## src/rtl/invader_march_controller.sv

```systemverilog
// Space-invader formation march: scans the alive mask once per frame, paces steps
// by survivor count, marches/drops the formation and flags invasion or wipe-out.
module invader_march_controller #(
  parameter int START_X   = 64,
  parameter int START_Y   = 32,
  parameter int STEP_H    = 4,
  parameter int STEP_V    = 16,
  parameter int COL_PITCH = 32,
  parameter int ROW_PITCH = 32,
  parameter int X_MIN     = 16,
  parameter int X_MAX     = 624,
  parameter int Y_LIMIT   = 416
) (
  input  logic        clk,
  input  logic        rst,
  input  logic        frame,
  input  logic        enable,
  input  logic        restart,
  input  logic [54:0] invaders,
  output logic [9:0]  invaders_x,
  output logic [9:0]  invaders_y,
  output logic        dir,
  output logic        step_pulse,
  output logic        anim_frame,
  output logic        reached_bottom,
  output logic        all_clear
);

  typedef enum logic [2:0] {IDLE, WAIT, SCAN, MOVE, DONE} state_t;

  state_t      state;
  logic [3:0]  scan_col, leftcol, rightcol;
  logic        found;
  logic [5:0]  alive_acc, fcnt;

  logic [10:0] row_bits [5];
  logic [4:0]  col_bits;
  logic [2:0]  col_cnt;
  logic        col_any;
  logic [5:0]  alive_next;
  logic [3:0]  leftcol_next, rightcol_next;
  logic [10:0] left_edge, right_edge;
  logic [9:0]  drop_y;
  logic        at_edge, bottom;

  // One column of the mask per SCAN cycle, read live so mid-scan edits are seen.
  always_comb begin
    col_cnt = '0;
    for (int r = 0; r < 5; r++) begin
      row_bits[r] = invaders[r*11 +: 11];
      col_bits[r] = row_bits[r][scan_col];
      col_cnt     = col_cnt + {2'b00, col_bits[r]};
    end
    col_any       = |col_bits;
    alive_next    = alive_acc + {3'b000, col_cnt};
    leftcol_next  = (col_any && !found) ? scan_col : leftcol;
    rightcol_next = col_any ? scan_col : rightcol;
  end

  always_comb begin
    left_edge  = {1'b0, invaders_x} + 11'(leftcol) * 11'(COL_PITCH);
    right_edge = {1'b0, invaders_x} + (11'(rightcol) + 11'd1) * 11'(COL_PITCH);
    drop_y     = invaders_y + 10'(STEP_V);
    at_edge    = dir ? (left_edge < 11'(X_MIN + STEP_H))
                     : ((right_edge + 11'(STEP_H)) > 11'(X_MAX));
    bottom     = ({1'b0, drop_y} + 11'(5 * ROW_PITCH)) >= 11'(Y_LIMIT);
  end

  always_ff @(posedge clk or posedge rst) begin
    if (rst) begin
      state          <= IDLE;
      invaders_x     <= 10'(START_X);
      invaders_y     <= 10'(START_Y);
      dir            <= 1'b0;
      fcnt           <= '0;
      step_pulse     <= 1'b0;
      anim_frame     <= 1'b0;
      reached_bottom <= 1'b0;
      all_clear      <= 1'b0;
      scan_col       <= '0;
      leftcol        <= '0;
      rightcol       <= '0;
      found          <= 1'b0;
      alive_acc      <= '0;
    end else begin
      step_pulse <= 1'b0;
      if (restart) begin
        state          <= IDLE;
        invaders_x     <= 10'(START_X);
        invaders_y     <= 10'(START_Y);
        dir            <= 1'b0;
        fcnt           <= '0;
        anim_frame     <= 1'b0;
        reached_bottom <= 1'b0;
        all_clear      <= 1'b0;
      end else begin
        case (state)
          IDLE: if (enable) state <= WAIT;
          WAIT: if (enable && frame) begin
            state     <= SCAN;
            scan_col  <= '0;
            leftcol   <= '0;
            rightcol  <= '0;
            found     <= 1'b0;
            alive_acc <= '0;
          end
          SCAN: begin
            alive_acc <= alive_next;
            found     <= found | col_any;
            leftcol   <= leftcol_next;
            rightcol  <= rightcol_next;
            scan_col  <= scan_col + 4'd1;
            if (scan_col == 4'd10) begin
              // Pacing compares the pre-increment count: 55 alive -> every 14th frame.
              if (alive_next == 6'd0) begin
                all_clear <= 1'b1;
                state     <= DONE;
              end else if (fcnt >= (alive_next >> 2)) begin
                fcnt  <= '0;
                state <= MOVE;
              end else begin
                fcnt  <= fcnt + 6'd1;
                state <= WAIT;
              end
            end
          end
          MOVE: begin
            step_pulse <= 1'b1;
            anim_frame <= ~anim_frame;
            state      <= WAIT;
            if (at_edge) begin
              invaders_y <= drop_y;
              dir        <= ~dir;
              if (bottom) begin
                reached_bottom <= 1'b1;
                state          <= DONE;
              end
            end else if (dir) begin
              invaders_x <= invaders_x - 10'(STEP_H);
            end else begin
              invaders_x <= invaders_x + 10'(STEP_H);
            end
          end
          DONE: ;
          default: state <= IDLE;
        endcase
      end
    end
  end

endmodule

```

## config.mk

```make
export PLATFORM = sky130hd
export DESIGN_NAME = invader_march_controller
export DESIGN_NICKNAME = d
export VERILOG_FILES = /design/src/rtl/invader_march_controller.sv
export SDC_FILE = /design/constraint.sdc
export NUM_CORES = 1
export LEC_CHECK = 0
export BUFFER_PORTS_ARGS = -buffer_cell sky130_fd_sc_hd__buf_4
export CAP_MARGIN = 20
export CORE_UTILIZATION = 55
export CTS_BUF_LIST = sky130_fd_sc_hd__clkbuf_4 sky130_fd_sc_hd__clkbuf_8 sky130_fd_sc_hd__clkbuf_16
export CTS_CLUSTER_SIZE = 30
export DETAILED_ROUTE_END_ITERATION = 8
export PLACE_DENSITY_LB_ADDON = 0.3
export SLEW_MARGIN = 15
export SYNTH_ARGS = -nofsm -noshare
export SYNTH_HDL_FRONTEND = slang
export SYNTH_SLANG_ARGS = --single-unit
```

## constraint.sdc

```tcl
create_clock -name clk -period 7.1 [get_ports clk]
set_input_delay 2.13 -clock clk [delete_from_list [all_inputs] [get_ports clk]]
set_output_delay 2.13 -clock clk [all_outputs]
set_load 0.01 [all_outputs]
```

==> results of run 1 <==
-- cell type report --
type / instances / area, um2 / area share (%)
multi-input cells: 311 / 2440 / 54.2
flip-flops and latches: 47 / 1180 / 26.1
repair buffers: 80 / 613 / 13.6
well taps: 77 / 96.3 / 2.14
clock buffers: 6 / 82.6 / 1.83
inverters: 21 / 78.8 / 1.75
clock inverters: 2 / 16.3 / 0.361
-- Yosys cell counts (all sizes together) (4+ instances only) --
cell type	number	area (um2)
dfrtp	45	1130
ha	30	375
nand2	30	113
nor2	28	108
inv	21	78.8
a21oi	20	100
o21ai	18	93.8
mux2i	17	170
xnor2	17	149
nand3	16	80.1
buf	14	98.8
mux4	10	225
nor3	10	55.1
a21o	8	60.1
a221oi	7	91.3
or3	7	43.8
a211oi	6	45.0
and2	6	37.5
mux2	6	67.6
xor2	6	52.6
a22oi	5	37.5
and3	5	36.3
clkbuf	5	18.8
fa	5	100
nand2b	5	31.3
or4	4	33.8
-- power by group --
group / switching [mW] / internal, mW / leakage [nW]
Sequential: 0.0658 / 0.302 / 0.641
Combinational: 0.348 / 0.359 / 1.41
Clock: 0.0948 / 0.0796 / 0.0474
Total: 0.508 / 0.741 / 2.10
-- per-layer routing --
| layer | GRT usage, % | vias to the layer above | part of all wire (%) |
|---|---|---|---|
| met5 | 0 | - | 0 |
| met4 | 6.63 | 0 | 1.5 |
| met3 | 3.79 | 14 | 3.9 |
| met2 | 43.3 | 76 | 51 |
| met1 | 32.4 | 1554 | 43 |
| li1 | - | 1577 | - |
-- registers in the layout, indices dropped and copies added, names as in the netlist --
signal	cells
all_clear	1
dir	1
rightcol	4
fcnt	6
state	3
anim_frame	1
reached_bottom	1
invaders_y	6
alive_acc	6
scan_col	4
invaders_x	8
step_pulse	1
found	1
leftcol	4
-- worst max-delay path, cell delays in order --
cell,delay (ps)
buf_4,110
mux4_2,460
a22o_1,250
a221oi_2,260
fa_1,490
fa_1,540
inv_1,40
ha_1,210
fa_1,440
xnor2_1,280
inv_1,80
ha_1,260
nand2b_1,140
a21o_1,170
a21o_1,190
a211oi_1,290
nand3_1,230
nor3_1,230
a211o_1,110
-- cells in the final DEF (no fill, tap or decap), types with 5 or more instances in the layout --
cell type / instances
a22oi_1: 5
or3_1: 7
nand2_1: 30
a21o_1: 8
dfrtp_1: 45
o21ai_1: 7
mux2i_1: 17
buf_4: 79
o21ai_0: 10
fa_1: 5
nor3_1: 9
conb_1: 6
nand3_1: 16
ha_1: 30
inv_1: 17
xor2_1: 6
clkbuf_8: 6
xnor2_1: 17
mux4_2: 10
and2_1: 6
nor2_1: 27
nand2b_1: 5
a21oi_1: 20
a211oi_1: 6
-- final timing paths --
check	startpoint	end	slack (ps)	cells past startpoint
max in group asynchronous	rst	invaders_y[5]$_DFFE_PP1P_	4760	3
min in group asynchronous	rst	invaders_y[7]$_DFFE_PP0P_	1790	2
worst max register to register	scan_col[0]$_DFFE_PP0P_	fcnt[3]$_DFFE_PP0P_	1350	18
worst min register to register	fcnt[5]$_DFFE_PP0P_	fcnt[5]$_DFFE_PP0P_	500	1
worst max-delay path	invaders[7]	fcnt[3]$_DFFE_PP0P_	420	19
worst min-delay path	fcnt[5]$_DFFE_PP0P_	fcnt[5]$_DFFE_PP0P_	500	1
-- cells by family (layout without fill, tap and decap cells) --
logic type / Yosys count / in the layout / share of synthesized area [%]
xor gates and xnor gates: 23 / 23 / 5.30
DFF: 47 / 47 / 31.0
other: 1 / 6 / 0.0987
buffers and inverters: 40 / 109 / 5.17
muxes: 33 / 33 / 12.2
and+or+nand+nor: 126 / 126 / 17.1
adders and majority gates: 35 / 35 / 12.5
AOI/OAI and AO/OA: 88 / 88 / 16.7
-- metrics by stage --
stage	cells	instance area (um2)	util, %	hold WS (ps)	total power, mW
2_1_floorplan	398	3820	-	446	0.909
4_1_cts	543	4490	69.1	499	1.25
6_report	544	4510	69.4	496	1.25
5_1_grt	544	4510	69.4	503	1.35
3_5_place_dp	535	4390	67.6	475	1.07
3_3_place_gp	535	4390	67.6	466	1.05
==> summary.md, run 1 <==
| Metric | Value |
|---|---|
| Antenna diodes | `0` |
| First-pass GRT wire length | `approximately 14 mm` |
| CTS tree | `done` |
| Maximum clock frequency | `0.150 GHz` |
| Fraction of registers with async set or reset after synthesis | `100%` |
| Total CTS buffers | `5` |
| Vias/cell | `5.92` |
| Buffers on Ports | `78` |
| Starting Density | `58.5%` |
| DP Worst Slack | `around 110 ps` |
| Vert. Die Dim | `85.1 um` |
| Initial antenna violation count | `0` |
| Critical path type | `in -> reg` |
| EDFF count, synth | `0` |
| Die Area | `0.00725 mm2` |
| Tcrit/Tclk final | `94.1%` |
| Post_cts resized | `0` |
| Syn Area/Cell | `slightly below 10 um2` |
| Post-route ant nets | `0` |
| Clk pin slew, worst setup/hold paths | `about 80 ps` |
| Worst vdd rail ir drop | `248 uV` |
| DRT Pass-1 Iters | `4` |
| Worst skew pair latency | `310 ps` |
| Yosys warns | `0` |
| Routed vias | `between 3,000 and 4,000` |
| Drc violations | `0` |
| Syn-to-layout area delta | `18.7%` |
| Top Ports | `between 80 and 90` |
| CTS H-tree depth | `2` |
| Largest fanout on the critical path | `6` |
| Hold Path Class | `reg -> reg` |
| Post-synth cell types | `65` |
| Tmin final | `approximately 6700 ps` |
| Max-slew headroom | `33.3%` |
| Die width | `85.1 um` |
| Cell count after synthesis | `393` |
| Total Routing Usage GR | `24.9%` |
| Outcome | `complete, no violations` |
| Share of cells above drive strength 1 | `25.5%` |
| Setup TNS Final | `0 ps` |
| CP Launch Type | `input pin` |
| Endpoints failing setup | `0` |
| Detailed-placement wirelength estimate | `6.68 mm` |
| Clock Sink Count | `47` |
| Layout Skew | `just under 10 ps` |
| Number of fill cells | `500` |
| Synth Cell Area | `approximately 0.0038 mm2` |
| Post-synthesis sequential area ratio | `31.0%` |
| Slew @ Worst Pin | `around 1000 ps` |
| DR iter-0 viols | `roughly 190` |
| RSZ-0062 raised after global routing | `no` |
| Final worst slack | `about 420 ps` |
| CP required | `7350 ps` |
| Synthesized flop and latch total | `47` |
| Grt ovf | `0` |
| Slew Viols, Final | `0` |
| Final Hold Fails | `0` |
| Core Area | `between 0.006 and 0.007 mm2` |
| Power per cell area | `approximately 280 mW/mm2` |
| Crit end category | `flop` |
| Max Cap Violations | `0` |
| Placer Congestion | `0.845` |
| Vias in the first global route | `3,099` |
| Total Nets Final | `561` |
| Clk Tree Root Cell | `clkbuf_8` |
| Pleak | `about 2.1 nW` |
| CTS max path bufs | `2` |
| CTS Hold Bufs | `0` |
| Post-CTS Setup Bufs | `0` |
| WL final | `8.82 mm` |
| Post-DR wirelength/cell | `roughly 16 um` |
| Most used DFF post-synth | `dfrtp_1` |
| Largest net degree at the start of global routing | `48` |
| # rows | `29` |
| Worst EP arrival | `6930 ps` |
Power figures use the tool's default switching activity.
==> run 2, diff against run 1 <==
--- a/config.mk
+++ b/config.mk
@@ -5,6 +5,7 @@
 export SDC_FILE = /design/constraint.sdc
 export NUM_CORES = 1
 export LEC_CHECK = 0
+export ABC_AREA = 1
 export BUFFER_PORTS_ARGS = -buffer_cell sky130_fd_sc_hd__buf_4
 export CAP_MARGIN = 20
 export CORE_UTILIZATION = 55
==> summary.md, run 2 <==
| Metric | Value |
|---|---|
| Outcome | `complete, no violations` |
| Placer Congestion | `0.846 (about the same)` |
| Crit-path slowest cell | `fa_1` |
| Crit path cell chain | `buf_4, nor2_1, nor2_1, o21ai_1, nand3_1, nand3_1, nand2_1, inv_1, fa_1, fa_1, inv_1, ha_1, fa_1, xor2_1, ha_1, o21a_1, o21a_1, o21ai_0, nand2_1, nand3_1, nand2_1, nand2_1, nand2_1` |
| Crit end category | `flop` |
| Vias in the first global route | `3,691 (+19%)` |
| Register bank with the most flops | `invaders_x` |
| Hold endpoint | `fcnt[5]$_DFFE_PP0P_` |
| Total Nets Final | `721 (+29%)` |
| CP max stage delay | `540 ps (about the same)` |
| Post_cts resized | `0 (unchanged)` |
| Tcrit/Tclk final | `82.6% (-12 points)` |
| Die width | `87.2 um (+2.5%)` |
| # rows | `30 (+3.4%)` |
| Endpoints failing setup | `0 (unchanged)` |
| Clk Tree Root Cell | `clkbuf_8` |
| RSZ-0062 raised after global routing | `no` |
| Share of cells above drive strength 1 | `20.4% (-5.1 points)` |
| CTS H-tree depth | `2 (unchanged)` |
| Slew Viols, Final | `0 (unchanged)` |
| Post-synth cell types | `46 (-29%)` |
| Worst R2R Start | `scan_col[0]$_DFFE_PP0P_` |
| Post-place instance area | `0.00458 mm2 (+4.3%)` |
| Total CTS buffers | `5 (unchanged)` |
| Most common cell after layout, fill and taps aside | `nand2_1` |
| Setup TNS Final | `0 ps (unchanged)` |
| XOR/XNOR Fraction of Synth Area | `3.73% (-1.6 points)` |
| Dominant cell type by area after synthesis | `dfrtp_1` |
| Syn Area/Cell | `7.24 um2 (-25%)` |
| Synth Cell Area | `0.00399 mm2 (+5.1%)` |
| Die Area | `0.00761 mm2 (+5.0%)` |
| Slew @ Worst Pin | `949 ps (-51.7 ps)` |
| Tmin final | `5860 ps (-822 ps)` |
| Post-route ant nets | `0 (unchanged)` |
| Initial antenna violation count | `0 (unchanged)` |
| Hold path startpoint | `fcnt[5]$_DFFE_PP0P_` |
| Placed cell count | `714 (+33%)` |
| Worst Reg2Reg Path Length in Cells | `21 (+3)` |
| Synthesized flop and latch total | `47 (unchanged)` |
| Top Ports | `85 (unchanged)` |
| Synth top area share | `28.2% (-1.4 points)` |
| Power Total | `1.45 mW (+16%)` |
| DP Worst Slack | `940 ps (+834 ps)` |
| Layout Skew | `8.46 ps (-1.16 ps)` |
| DR iter-0 viols | `182 (-5.7%)` |
| Clock Sink Count | `47 (unchanged)` |
| Worst hold margin | `499 ps (+2.84 ps)` |
| Drc violations | `0 (unchanged)` |
| Cell count after synthesis | `552 (+40%)` |
| Most frequent cells in the layout | `140 x nand2_1, 78 x buf_4, 56 x inv_1` |
| Compound-gate portion of the synthesized area | `10.6% (-6.1 points)` |
| CTS max path bufs | `2 (unchanged)` |
| Worst R2R End | `state[1]$_DFFE_PP0P_` |
| Worst vdd rail ir drop | `334 uV (+35%)` |
| Clk pin slew, worst setup/hold paths | `80 ps (about the same)` |
| Setup slack, reg-to-reg | `1960 ps (+610 ps)` |
| Worst skew pair latency | `300 ps (about the same)` |
| Yosys warns | `0 (unchanged)` |
| Design area | `0.00469 mm2 (+3.9%)` |
| Post-synthesis sequential area ratio | `29.5% (-1.5 points)` |
| Routed vias | `3,804 (+18%)` |
| Multi-input logic area | `0.00243 mm2 (-0.67%)` |
| WL final | `9.30 mm (+5.5%)` |
| Pleak | `2.48 nW (+18%)` |
| Max-slew headroom | `36.7% (+3.4 points)` |
| Worst Path Buf+Inv | `3 (unchanged)` |
| Maximum clock frequency | `0.171 GHz (+14%)` |
| Worst EP arrival | `6060 ps (-870 ps)` |
| Starting Density | `57.8% (-0.68 points)` |
| Detailed-placement wirelength estimate | `7.24 mm (+8.4%)` |
| Grt ovf | `0 (unchanged)` |
| Final Hold Fails | `0 (unchanged)` |
| Critical path type | `in -> reg` |
| Total Routing Usage GR | `26.6% (+1.7 points)` |
| Util after Layout | `67.9% (-1.6 points)` |
| Vert. Die Dim | `87.2 um (+2.5%)` |
| Crit-path most repeated cell | `nand2_1` |
| CP required | `7300 ps (-50 ps)` |
| Power per cell area | `310 mW/mm2 (+12%)` |
| Synth top area cells | `dfrtp_1 28%, nand2_1 13%, ha_1 9.4%` |
| Crit path max-delay family | `adder cells` |
| Mux share of post-synthesis cell area | `0% (-12 points)` |
| Final worst slack | `1240 ps (+822 ps)` |
| CTS Hold Bufs | `0 (unchanged)` |
| Vias/cell | `5.26 (-11%)` |
| Antenna diodes | `0 (unchanged)` |
| Total area of sequential cells | `0.00118 mm2 (unchanged)` |
| Buffers on Ports | `78 (unchanged)` |
| Post-DR wirelength/cell | `12.9 um (-21%)` |
| Non-filler cells in the finished layout | `723 (+33%)` |
| Max reg flops | `8 (unchanged)` |
| CTS tree | `done` |
| First-pass GRT wire length | `16.1 mm (+12%)` |
| Simple-gate share of the synthesized area | `34.0% (+17 points)` |
| Fraction of registers with async set or reset after synthesis | `100% (unchanged)` |
| Syn-to-layout area delta | `17.4%` |
| EDFF count, synth | `0 (unchanged)` |
| Hold Path Class | `reg -> reg` |
| Largest fanout on the critical path | `5 (-1)` |
| Max Cap Violations | `0 (unchanged)` |
| Most frequent cell after synthesis | `nand2_1` |
| Post-CTS Setup Bufs | `0 (unchanged)` |
| Core Area | `0.00691 mm2 (+6.3%)` |
| CP Launch Type | `input pin` |
| Post-synthesis adder-cell area fraction | `11.9% (-0.61 points)` |
| Crit. path cell count | `23 (+4)` |
| Largest family of logic cells by synthesized area | `simple AND/OR/NAND/NOR gates` |
| DRT Pass-1 Iters | `5 (+1)` |
| Hold depth | `2 (+1)` |
| Number of fill cells | `629 (+26%)` |
| Most used DFF post-synth | `dfrtp_1` |
| Top cells by count, synth | `140 x nand2_1, 57 x inv_1, 50 x nand3_1, 50 x nor2_1, 45 x dfrtp_1` |
| Largest net degree at the start of global routing | `48 (unchanged)` |
[run 2: area by class of cell]
| cell class | count | area share [%] |
|---|---|---|
| inverters | 69 | 5.69 |
| clock buffers | 7 | 1.79 |
| well taps | 96 | 2.56 |
| multi-input cells | 424 | 51.8 |
| clock inverters | 1 | 0.107 |
| flip-flops and latches | 47 | 25.1 |
| repair buffers | 79 | 12.9 |
[run 2: worst max path at each step]
stage                            from                    to  slack (ps)
after floorplan           invaders[6]  state[1]$_DFFE_PP0P_        1420
after global placement    invaders[6]  state[1]$_DFFE_PP0P_        1060
after detailed placement  invaders[6]  state[1]$_DFFE_PP0P_         940
after CTS                 invaders[6]   fcnt[0]$_DFFE_PP0P_        1260
after global routing      invaders[4]   fcnt[0]$_DFFE_PP0P_         870
final                     invaders[6]  state[1]$_DFFE_PP0P_        1240
[run 2: report_power, final]
group | switching, mW | internal (mW) | leakage (nW)
Combinational | 0.554 | 0.353 | 1.79
Sequential | 0.0691 | 0.305 | 0.638
Clock | 0.0929 | 0.0771 | 0.0491
Total | 0.716 | 0.736 | 2.48
[run 2: logic make-up after synthesis]
| kind of cell | count (synthesis) |
|---|---|
| and+or+nand+nor | 290 |
| DFF | 47 |
| AOI/OAI and AO/OA | 76 |
| buffers and inverters | 86 |
| xor gates and xnor gates | 17 |
| other | 1 |
| adders and majority gates | 35 |
[run 2: metal layers]
layer | up-vias | wire (um) | GRT usage (%)
li1 | 1931 | - | -
met1 | 1784 | 4040 | 32.7
met2 | 78 | 4860 | 49.2
met3 | 11 | 292 | 3.51
met4 | 0 | 112 | 6.41
met5 | - | 0 | 0
[run 2: worst register-to-register path: stages, from the launching register on]
cell     delay [ps]
dfrtp_1         970
inv_4           260
o21ai_1         210
nand3_1         100
nand3_1         130
nand2_1         110
inv_1           100
fa_1            450
fa_1            540
inv_1            40
ha_1            220
fa_1            400
xor2_1          240
ha_1            280
o21a_1          190
o21a_1          160
o21ai_0         220
nand2_1         170
nand3_1         120
nand2_1          50
nand2_1          50
nand2_1          50
==> run 3, diff against run 2 <==
--- a/config.mk
+++ b/config.mk
@@ -5,10 +5,10 @@
 export SDC_FILE = /design/constraint.sdc
 export NUM_CORES = 1
 export LEC_CHECK = 0
-export ABC_AREA = 1
+export ABC_AREA = 0
 export BUFFER_PORTS_ARGS = -buffer_cell sky130_fd_sc_hd__buf_4
 export CAP_MARGIN = 20
-export CORE_UTILIZATION = 55
+export CORE_UTILIZATION = 50
 export CTS_BUF_LIST = sky130_fd_sc_hd__clkbuf_4 sky130_fd_sc_hd__clkbuf_8 sky130_fd_sc_hd__clkbuf_16
 export CTS_CLUSTER_SIZE = 30
 export DETAILED_ROUTE_END_ITERATION = 8
==> constraint.sdc (replaced) <==
create_clock -name clk -period 4.9 [get_ports clk]
set_input_delay 1.47 -clock clk [delete_from_list [all_inputs] [get_ports clk]]
set_output_delay 1.47 -clock clk [all_outputs]
set_load 0.01 [all_outputs]
==> summary.md, run 3 (synthesis gave the netlist of run 1 again) <==
| Metric | Value |
|---|---|
| Outcome | `complete, but fails checks` |
| Failing checks | `setup timing` |
| Largest net degree at the start of global routing | `48 (unchanged)` |
| Share of cells above drive strength 1 | `32.8% (+12 points)` |
| Grt ovf | `0 (unchanged)` |
| Die width | `89.2 um (+2.2%)` |
| Design area | `0.00487 mm2 (+3.9%)` |
| Syn-to-layout area delta | `28.2%` |
| Final Hold Fails | `0 (unchanged)` |
| Crit path max-delay family | `adder cells` |
| DR iter-0 viols | `172 (-5.5%)` |
| Most common cell after layout, fill and taps aside | `buf_4` |
| Starting Density | `52.1% (-5.7 points)` |
| Clk pin slew, worst setup/hold paths | `100 ps (+20 ps)` |
| CTS max path bufs | `2 (unchanged)` |
| First-pass GRT wire length | `15.2 mm (-5.4%)` |
| Net Sw Frac | `38.8% (-11 points)` |
| Die Area | `0.00795 mm2 (+4.5%)` |
| Antenna diodes | `0 (unchanged)` |
| Vert. Die Dim | `89.2 um (+2.2%)` |
| Vias/cell | `5.76 (+9.4%)` |
| Layout Skew | `11.6 ps (+3.16 ps)` |
| Tmin final | `5570 ps` |
| Worst skew pair latency | `310 ps (about the same)` |
| Most frequent cells in the layout | `98 x buf_4, 45 x dfrtp_1, 30 x nand2_1` |
| Total Routing Usage GR | `24.4% (-2.2 points)` |
| CP max stage delay | `520 ps (-20 ps)` |
| Crit path cell chain | `buf_4, mux4_2, a221oi_1, fa_1, fa_1, inv_2, ha_4, fa_2, and2_4, o21ai_4, xor2_2, ha_1, a21o_1, buf_4, buf_4, a21oi_2, or4_4, o211ai_1` |
| Crit-path slowest cell | `fa_1` |
| Post-route ant nets | `0 (unchanged)` |
| Largest fanout on the critical path | `4 (-1)` |
| Clk Tree Root Cell | `clkbuf_8` |
| Multi-input logic area | `0.00256 mm2 (+5.5%)` |
| Max reg flops | `8 (unchanged)` |
| Number of fill cells | `585 (-7.0%)` |
| Detailed-placement wirelength estimate | `7.18 mm (-0.84%)` |
| Power per cell area | `494 mW/mm2 (+59%)` |
| Final worst slack | `-673 ps (-1910 ps)` |
| Slew @ Worst Pin | `823 ps (-127 ps)` |
| Register bank with the most flops | `invaders_x` |
| Internal Power | `1.47 mW (+100%)` |
| Max-slew headroom | `45.0% (+8.3 points)` |
| Buffers on Ports | `78 (unchanged)` |
| CP Launch Type | `input pin` |
| Crit-path most repeated cell | `buf_4` |
| WL final | `9.60 mm (+3.2%)` |
| Total area of sequential cells | `0.00118 mm2 (unchanged)` |
| Core Area | `0.00729 mm2 (+5.6%)` |
| Top Ports | `85 (unchanged)` |
| DRT Pass-1 Iters | `4 (-1)` |
| Post-place instance area | `0.00459 mm2 (+0.30%)` |
| Vias in the first global route | `3,277 (-11%)` |
| Maximum clock frequency | `0.179 GHz` |
| Clk pwr share | `12.2% (+0.5 points)` |
| Crit end category | `flop` |
| Tcrit/Tclk final | `114%` |
| Initial antenna violation count | `0 (unchanged)` |
| Hold Path Class | `reg -> reg` |
| Worst vdd rail ir drop | `522 uV (+57%)` |
| Power Total | `2.40 mW (+66%)` |
| Post-DR wirelength/cell | `16.3 um (+26%)` |
| Reg power frac | `21.3% (-4.5 points)` |
| Endpoints failing setup | `10 (+10)` |
| Placed cell count | `575 (-19%)` |
| Placer Congestion | `0.800 (-5.4%)` |
| CTS tree | `done` |
| Worst Path Buf+Inv | `4 (+1)` |
| # rows | `31 (+3.3%)` |
| CP required | `5040 ps (-2260 ps)` |
| Total CTS buffers | `5 (unchanged)` |
| Slew Viols, Final | `0 (unchanged)` |
| Worst EP arrival | `5720 ps (-340 ps)` |
| Non-filler cells in the finished layout | `590 (-18%)` |
| Pleak | `2.25 nW (-9.2%)` |
| Comb pwr share | `66.5% (+4.0 points)` |
| Routed vias | `3,396 (-11%)` |
| RSZ-0062 raised after global routing | `yes` |
| CTS H-tree depth | `2 (unchanged)` |
| Max Cap Violations | `0 (unchanged)` |
| Total Nets Final | `585 (-19%)` |
| Switching pwr | `0.933 mW (+30%)` |
| Drc violations | `0 (unchanged)` |
| Clock Sink Count | `47 (unchanged)` |
| Critical path type | `in -> reg` |
run 3: changes by cell type in the layout (fill, tap and decap cells not counted), moves of 17 or more:
cell / previous run / this run
nand2_1: 140 / 30
inv_1: 56 / 16
nand3_1: 50 / 15
nor2_1: 50 / 27
buf_4: 78 / 98
mux2i_1: 0 / 17
run 3: area by class of cell:
type	count	area share, %
multi-input combinational	311	52.6
sequential	47	24.2
timing repair buffer	104	16.7
tap	99	2.54
inverter	21	1.62
clock buffer	5	1.41
clock inverter	3	0.951
run 3: worst min-delay path: cells and delay by family (launching register included):
family,cells,cell delay [ps]
simple gates,1,50
flops,1,360
compound gates,1,70
run 3: routing by layer:
metal / wire length (um) / GRT usage (%) / part of all wire (%) / up-vias
met5: 0 / 0 / 0 / -
met4: 123 / 6.49 / 1.3 / 0
met3: 383 / 2.49 / 4.0 / 13
met2: 5180 / 44.3 / 54 / 100
met1: 3910 / 31.1 / 41 / 1654
li1: - / - / - / 1629
run 3: stage by stage:
stage | hold WS [ps] | TNS [ps] | utilization, % | setup WS, ps
2_1_floorplan | 446 | -4390 | - | -604
3_3_place_gp | 466 | -7640 | 63.0 | -894
3_5_place_dp | 478 | -8830 | 63.0 | -1040
4_1_cts | 511 | -5050 | 65.5 | -694
5_1_grt | 530 | -7170 | 66.8 | -835
6_report | 511 | -5740 | 66.8 | -673
run 3: power by group through the flow:
| stage | Sequential (mW) | Combinational [mW] | Clock (mW) |
|---|---|---|---|
| 2_1_floorplan | 0.485 | 0.892 | 0 |
| 3_3_place_gp | 0.512 | 1.19 | 0 |
| 3_5_place_dp | 0.515 | 1.23 | 0 |
| 4_1_cts | 0.509 | 1.39 | 0.299 |
| 5_1_grt | 0.520 | 1.74 | 0.318 |
| 6_report | 0.512 | 1.60 | 0.294 |
run 3: worst paths after layout:
kind / startpoint / slack, ps / depth (start not counted) / to
worst max-delay path: invaders[29] / -670 / 18 / state[1]$_DFFE_PP0P_
worst min-delay path: fcnt[4]$_DFFE_PP0P_ / 510 / 2 / fcnt[4]$_DFFE_PP0P_
worst max register to register: scan_col[0]$_DFFE_PP0P_ / -80 / 18 / state[1]$_DFFE_PP0P_
worst min register to register: fcnt[4]$_DFFE_PP0P_ / 510 / 2 / fcnt[4]$_DFFE_PP0P_
max in group asynchronous: rst / 3230 / 3 / invaders_y[5]$_DFFE_PP1P_
min in group asynchronous: rst / 1110 / 2 / invaders_x[8]$_DFFE_PP0P_
run 3: repair_timing:
| item | 4_1_cts | 5_1_grt |
|---|---|---|
| hold buffers | 0 | 0 |
| pin swaps | 7 | 5 |
| endpoints found under the setup margin | 10 | 10 |
| resized for setup | 10 | 9 |
| setup buffers | 5 | 3 |
